`src/rtl/sm_reg_dumper.sv`:
```
// ---------------------------------------------------------------------------
// sm_reg_dumper
//
// Walks the CPU debug register file from FIRST_REG to LAST_REG and streams it
// out as a byte stream with a valid/ready handshake. Stream layout:
//   HEADER, then for each register: {3'b000, index}, data[31:24], data[23:16],
//   data[15:8], data[7:0].
// Each register is snapshotted into a capture register during a single ADDR
// cycle, so the streamed value does not follow later changes of regData.
//
// Ports
//   clk       in   1   clock, rising edge
//   rst_n     in   1   asynchronous active-low reset
//   start     in   1   request a dump (only honoured while idle)
//   regAddr   out  5   debug register address to the CPU
//   regData   in  32   debug register data, combinational from regAddr
//   outData   out  8   stream byte
//   outValid  out  1   outData holds a valid byte
//   outReady  in   1   consumer accepts the byte when outValid && outReady
//   busy      out  1   dump in progress (HDR..DATA)
//   done      out  1   one-cycle pulse after the last byte is accepted
// ---------------------------------------------------------------------------
module sm_reg_dumper #(
    parameter int unsigned FIRST_REG = 0,
    parameter int unsigned LAST_REG  = 31,
    parameter logic [7:0]  HEADER    = 8'hA5
) (
    input  logic        clk,
    input  logic        rst_n,
    input  logic        start,
    output logic [4:0]  regAddr,
    input  logic [31:0] regData,
    output logic [7:0]  outData,
    output logic        outValid,
    input  logic        outReady,
    output logic        busy,
    output logic        done
);

    localparam logic [4:0] FIRST_ADDR = 5'(FIRST_REG);
    localparam logic [4:0] LAST_ADDR  = 5'(LAST_REG);

    typedef enum logic [2:0] {
        IDLE,
        HDR,
        ADDR,
        IDX,
        DATA,
        FIN
    } state_t;

    state_t      state;
    state_t      state_next;
    logic [4:0]  addr_cnt;
    logic [31:0] capture;
    logic [1:0]  byte_cnt;

    // State register.
    // NOTE: all clocked state uses non-blocking assignments so every register
    // samples pre-edge values, independent of process evaluation order.
    always_ff @(posedge clk or negedge rst_n) begin
        if (!rst_n) begin
            state <= IDLE;
        end else begin
            state <= state_next;
        end
    end

    // Next-state and Moore outputs. The outputs depend only on registered
    // state, so outData/outValid stay stable while a byte is stalled.
    always_comb begin
        // NOTE: every signal written here gets a default first, so no path
        // leaves one unassigned and no latch is inferred.
        state_next = state;
        outValid   = 1'b0;
        outData    = 8'h00;
        busy       = 1'b0;
        done       = 1'b0;

        case (state)
            IDLE: begin
                if (start) begin
                    state_next = HDR;
                end
            end
            HDR: begin
                busy     = 1'b1;
                outValid = 1'b1;
                outData  = HEADER;
                if (outReady) begin
                    state_next = ADDR;
                end
            end
            ADDR: begin
                // regAddr has been stable for this whole cycle; capture
                // takes regData at the closing edge.
                busy       = 1'b1;
                state_next = IDX;
            end
            IDX: begin
                busy     = 1'b1;
                outValid = 1'b1;
                outData  = {3'b000, addr_cnt};
                if (outReady) begin
                    state_next = DATA;
                end
            end
            DATA: begin
                busy     = 1'b1;
                outValid = 1'b1;
                case (byte_cnt)
                    2'd0:    outData = capture[31:24];
                    2'd1:    outData = capture[23:16];
                    2'd2:    outData = capture[15:8];
                    default: outData = capture[7:0];
                endcase
                if (outReady && (byte_cnt == 2'd3)) begin
                    state_next = (addr_cnt == LAST_ADDR) ? FIN : ADDR;
                end
            end
            FIN: begin
                done       = 1'b1;
                state_next = IDLE;
            end
            default: begin
                state_next = IDLE;
            end
        endcase
    end

    // Datapath: address counter, capture register and byte counter.
    // NOTE: the capture register is reset like the control state, so the
    // stream never exposes a value left over from before reset.
    always_ff @(posedge clk or negedge rst_n) begin
        if (!rst_n) begin
            addr_cnt <= FIRST_ADDR;
            capture  <= 32'h0000_0000;
            byte_cnt <= 2'd0;
        end else begin
            case (state)
                IDLE: begin
                    if (start) begin
                        addr_cnt <= FIRST_ADDR;
                    end
                end
                ADDR: begin
                    capture <= regData;
                end
                IDX: begin
                    if (outReady) begin
                        byte_cnt <= 2'd0;
                    end
                end
                DATA: begin
                    if (outReady) begin
                        byte_cnt <= byte_cnt + 2'd1;
                        // Terminal check comes first, so the counter never
                        // wraps past register 31.
                        if ((byte_cnt == 2'd3) && (addr_cnt != LAST_ADDR)) begin
                            addr_cnt <= addr_cnt + 5'd1;
                        end
                    end
                end
                default: begin
                end
            endcase
        end
    end

    // The address counter holds its last value outside a dump.
    assign regAddr = addr_cnt;

endmodule
```
`config.mk`:
```
export PLATFORM = sky130hd
export DESIGN_NAME = sm_reg_dumper
export DESIGN_NICKNAME = d
export VERILOG_FILES = /design/src/rtl/sm_reg_dumper.sv
export SDC_FILE = /design/constraint.sdc
export NUM_CORES = 1
export LEC_CHECK = 0
export BUFFER_PORTS_ARGS = -buffer_cell sky130_fd_sc_hd__buf_2
export CORE_MARGIN = 3
export CORE_UTILIZATION = 57
export CTS_BUF_LIST = sky130_fd_sc_hd__clkbuf_8 sky130_fd_sc_hd__clkbuf_16
export DETAILED_ROUTE_END_ITERATION = 10
export PLACE_DENSITY = 0.87
export SLEW_MARGIN = 20
export SYNTH_ARGS = -nofsm -noshare
export SYNTH_HDL_FRONTEND = slang
export SYNTH_SLANG_ARGS = --single-unit
```
`constraint.sdc`:
```
create_clock -name clk -period 5.1 [get_ports clk]
set_input_delay 1.02 -clock clk [delete_from_list [all_inputs] [get_ports clk]]
set_output_delay 1.02 -clock clk [all_outputs]
set_load 0.05 [all_outputs]
```
## After elaboration in Yosys (flattened, before gate mapping)

Index checks and enable logic that the tools add are counted.
Widths: inputs -> output; s select.

| storage, ports and cells | value |
|---|---|
| input bits | 36 |
| bits in registers | 42 |
| word-level logic and storage cells | 51 |
| output and inout port bits | 16 |

| cells by class | value |
|---|---|
| equality and inequality tests | 16 |
| reduce and logical (&&, ||, !) cells | 11 |
| add/sub/neg operators | 2 |
| multiplexer cells | 18 |

Operators with widths:

| operator | count |
|---|---|
| $pmux 8 s3 | 2 |
| $mux 3 | 5 |
| $mux 5 | 3 |
| $pmux 3 s5 | 1 |
| $ne 2x2->1 const B | 6 |
| $pmux 5 s2 | 1 |
| $reduce_and 4->1 | 2 |
| $eq 3x2->1 const B | 2 |
| $eq 3x3->1 const B | 2 |
| $add 5x1->5 const B | 1 |
| $eq 5x5->1 const B | 1 |
| $ne 5x5->1 const B | 1 |
| $eq 2x2->1 const B | 2 |
| $mux 2 | 2 |
| $pmux 2 s2 | 1 |
| $reduce_bool 2->1 | 2 |
| $reduce_or 4->1 | 1 |
| $eq 3x1->1 const B | 1 |
| $logic_not 3->1 | 1 |
| $mux 1 | 3 |
| $reduce_and 3->1 | 1 |
| $reduce_or 3->1 | 1 |
| $add 2x1->2 const B | 1 |
| $eq 2x1->1 const B | 1 |
| 2 further kinds | 3 |

## Longest topological paths before layout

| logic depth | value |
|---|---|
| depth in word-level cells | 5 |
| mapped depth | 7 |
| mapped depth without buffers | 6 |

## Worst setup path before layout

Ideal clock, no wire load.

| path | value |
|---|---|
| kind | register to output |
| from | register byte_cnt[0] |
| to | output outData[6] |
| path buffers | 1 |
| setup slack | 1873 ps |
| arrival | 2207 ps |
| stages on the path, launching flop included | 6 |
| required time | 4080 ps |
| cells stage by stage | dfrtp_1 -> inv_1 -> ha_1 -> clkbuf_1 -> a222oi_1 -> a211oi_1 |

| on the way | value |
|---|---|
| word-level cells in the longest chain between the ends | 3 |

RTL lines:

| element | RTL line | RTL |
|---|---|---|
| from (decl) | 56 | `logic [1:0] byte_cnt;` |
| from (signal assigned) | 156 | `byte_cnt <= byte_cnt + 2'd1;` |
| $eq 2x2->1, or another cell as far along | 111 | `case (byte_cnt)` |
| $pmux 8 s3 (*) | 111 |  |
| $pmux 8 s3 (*) | 80 | `case (state)` |
| to (decl) | 33 | `output logic [7:0] outData,` |

Every way passes the cells marked *; elsewhere a longest branch is shown, timed or not.

## Worst setup path after layout

| path | value |
|---|---|
| from | register state[2] |
| to | output outData[6] |

| on the way | value |
|---|---|
| word-level cells in the longest chain between the ends | 2 |

RTL lines:

| element | RTL line | RTL |
|---|---|---|
| from (decl) | 52 | `state_t state;` |
| from (signal assigned) | 65 | `state <= state_next;` |
| $eq 3x3->1, or another cell as far along | 80 |  |
| $pmux 8 s3 (*) | 80 |  |

Marks and branches as above.

==> results.json <==
{
  "status": "finished clean",
  "synth_edf_count": 0,
  "cpPeakStageDelay_ns": 0.76,
  "placedInstanceArea_um2": 2410,
  "n_fill_cell": 265,
  "holdBufCountCts": 0,
  "final_cells": 278,
  "gr-total-overflow": 0,
  "peakVddDrop_mv": 0.476,
  "place_congestion": 0.836,
  "r2r_cells": 3,
  "ys_seq_elements": 42,
  "setup_viol": 0,
  "fin_crit_ns": 3.19,
  "endpoint": "outData[6]",
  "r2r_slack_ns": 2.98,
  "arrival_ns": 2.17,
  "diodes": 0,
  "rows": 21,
  "grt_start_max_net_pins": 43,
  "rsz0062_at_grt": "no",
  "worst_pin_slew_ns": 0.898,
  "die_h_um": 67.6,
  "slew_violations": 0,
  "critPathLaunchType": "flip-flop",
  "drcViolationCount": 0,
  "grt_pass1_vias": 1656,
  "wirelength_um": 4670,
  "powerDensity_nw_per_um2": 630,
  "max_cap_viol_count": 0,
  "r2r_end": "capture[25]$_DFFE_PN0N_",
  "drt_iter0_drc": 120,
  "hold_slack_ns": 0.508,
  "antenna_found_initial": 0,
  "synth_common_cells": "dfrtp_1 (42), mux2_2 (28), inv_1 (11)",
  "dieWidth_um": 67.6,
  "drive_gt1_share_pct": 39.2,
  "avgSynthCellArea_um2": 11.6,
  "route.met3.wl_um": 281,
  "nets": 275,
  "worstHoldStart": "capture[17]$_DFFE_PN0N_",
  "r2r_start": "state[1]$_DFFE_PN0P_",
  "htree_levels": 2,
  "multiInputGateArea_um2": 996,
  "regArea_um2": 1050,
  "leakagePower_uw": 0.00118,
  "postSynthCellCount": 186,
  "area_growth_pct": 16.5,
  "seq_area_frac_synth_pct": 48.6,
  "ys_types": 38,
  "critPathRequiredTime_ns": 4.08,
  "cts.clk_slew.worst_paths_ns": 0.08,
  "cp-end-kind": "output port",
  "root_buffer": "clkbuf_8",
  "crit_path_start": "state[2]$_DFFE_PN0P_",
  "dp_cells": 271,
  "dp_hpwl_um": 3480,
  "postCtsSetupBuffers": 0,
  "dr.pass1.iters": 5,
  "synthFlopType": "dfrtp_1",
  "clock_skew_ns": 0.00325,
  "initial_core_util_pct": 61.9,
  "drt-wirelength-per-cell_um": 16.8,
  "syn-cell-area_um2": 2160,
  "hold_viol_final": 0,
  "clock_path_buffers": 2,
  "relSlewSlack_pct": 40.1,
  "io_pins": 52,
  "core_area_um2": 3490,
  "fin_tns_setup_ns": 0,
  "finalCritPeriodShare_pct": 62.6,
  "clock_latency_ns": 0.29,
  "max_freq_mhz": 313,
  "synthArstFlopShare_pct": 100,
  "route.antenna.remaining_nets": 0,
  "finalPower_uw": 1590,
  "ys.warnings.count": 0,
  "worstPathCellList": "or3b_2 -> a211oi_1 -> buf_2",
  "wl_met1_um": 1990,
  "vias_per_cell": 5.79,
  "cts_resized": 0,
  "synth_top_area_share_pct": 48.6,
  "dr_wl_met2_um": 2370,
  "syn_nets": 229,
  "path_max_fanout": 22,
  "cts_num_sinks": 42,
  "criticalPathCategory": "flip-flop to output port",
  "cts_buffers": 5,
  "port_buffers": 51,
  "fin_area_um2": 2520,
  "grt_pass1_wl_um": 7640,
  "top_layer": "met4",
  "yosysMostFrequentCell": "dfrtp_1",
  "tritoncts": "yes",
  "synthTopCellsByArea": "dfrtp_1 (49%), mux2_2 (15%), ha_1 (4.0%)",
  "holdCritPathClass": "flip-flop to flip-flop",
  "grt_usage_pct": 22.5,
  "yosysTopAreaCell": "dfrtp_1",
  "die-area_um2": 4570,
  "critPathSlowestCell": "dfrtp_1",
  "vias": 1611
}
[kinds of logic (layout without fill, tap and decap cells)]
family | count (synthesis) | count (layout) | synth area share, %
flops | 42 | 42 | 48.6
buf+inv | 24 | 70 | 5.38
mux | 32 | 32 | 16.5
compound gates | 42 | 42 | 13.6
fa+ha+maj | 7 | 7 | 4.05
simple gates | 37 | 37 | 11.0
xor+xnor | 2 | 2 | 0.810
[per-stage QoR]
step           setup slack, ns  util (%)
6_report                  1.91      72.1
5_1_grt                   1.76      72.1
4_1_cts                   1.93      72.1
3_5_place_dp              2.27      68.9
3_3_place_gp              2.27      68.9
2_1_floorplan             1.87         -
[power by group]
part | internal, uW | total, uW | switching (uW) | leakage (uW)
registers | 485 | 626 | 141 | 0.000512
logic | 301 | 694 | 393 | 0.000613
clock network | 157 | 268 | 111 | 0.0000573
[critical path: cells and delay by family (launching register included)]
kind | cells | cell delay (ns)
compound gates | 1 | 0.23
flops | 1 | 0.76
simple gates | 1 | 0.57
buf+inv | 1 | 0.31
[state kept, by name (all words and copies together), names as in the netlist]
name and flops:
capture 32, regAddr 5, state 3, byte_cnt 2
[metal layers]
metal	up-vias	global-route usage (%)
met4	0	5.82
met5	-	0
li1	767	-
met1	790	29.3
met2	49	37.2
met3	5	5.82
[layout by cell type (no fill, tap or decap), types with 2 or more instances in the layout]
cell type	n
inv_1	11
mux2i_1	2
nand3_1	2
buf_2	51
a221o_1	2
o21ai_0	8
o22ai_1	3
mux2_1	2
o32ai_1	2
dfrtp_1	42
nand2_1	9
and3b_1	3
or3b_2	2
a21oi_1	9
nor3b_4	2
a222oi_1	6
nor2_1	4
nor2b_1	3
clkbuf_8	6
and2_1	3
a22oi_1	2
nand4_1	2
ha_1	7
a31oi_1	3
a22o_1	2
mux2_2	28
nand2b_1	4
[layout make-up]
cell class | count | area share, %
Sequential cell | 42 | 41.7
Multi-Input combinational cell | 120 | 39.5
Timing Repair Buffer | 52 | 10.4
Clock buffer | 6 | 3.28
Tap cell | 46 | 2.28
Inverter | 11 | 1.64
Clock inverter | 1 | 1.19
[worst min-delay path by stage]
stage	slack (ns)	cells after the start	endpoint
floorplan	0.46	1	capture[17]$_DFFE_PN0N_
CTS	0.51	1	capture[17]$_DFFE_PN0N_
detailed placement	0.50	1	capture[2]$_DFFE_PN0N_
finish	0.51	1	capture[17]$_DFFE_PN0N_
global placement	0.49	1	capture[2]$_DFFE_PN0N_
global route	0.53	1	capture[17]$_DFFE_PN0N_
Power figures use the tool's default switching activity.
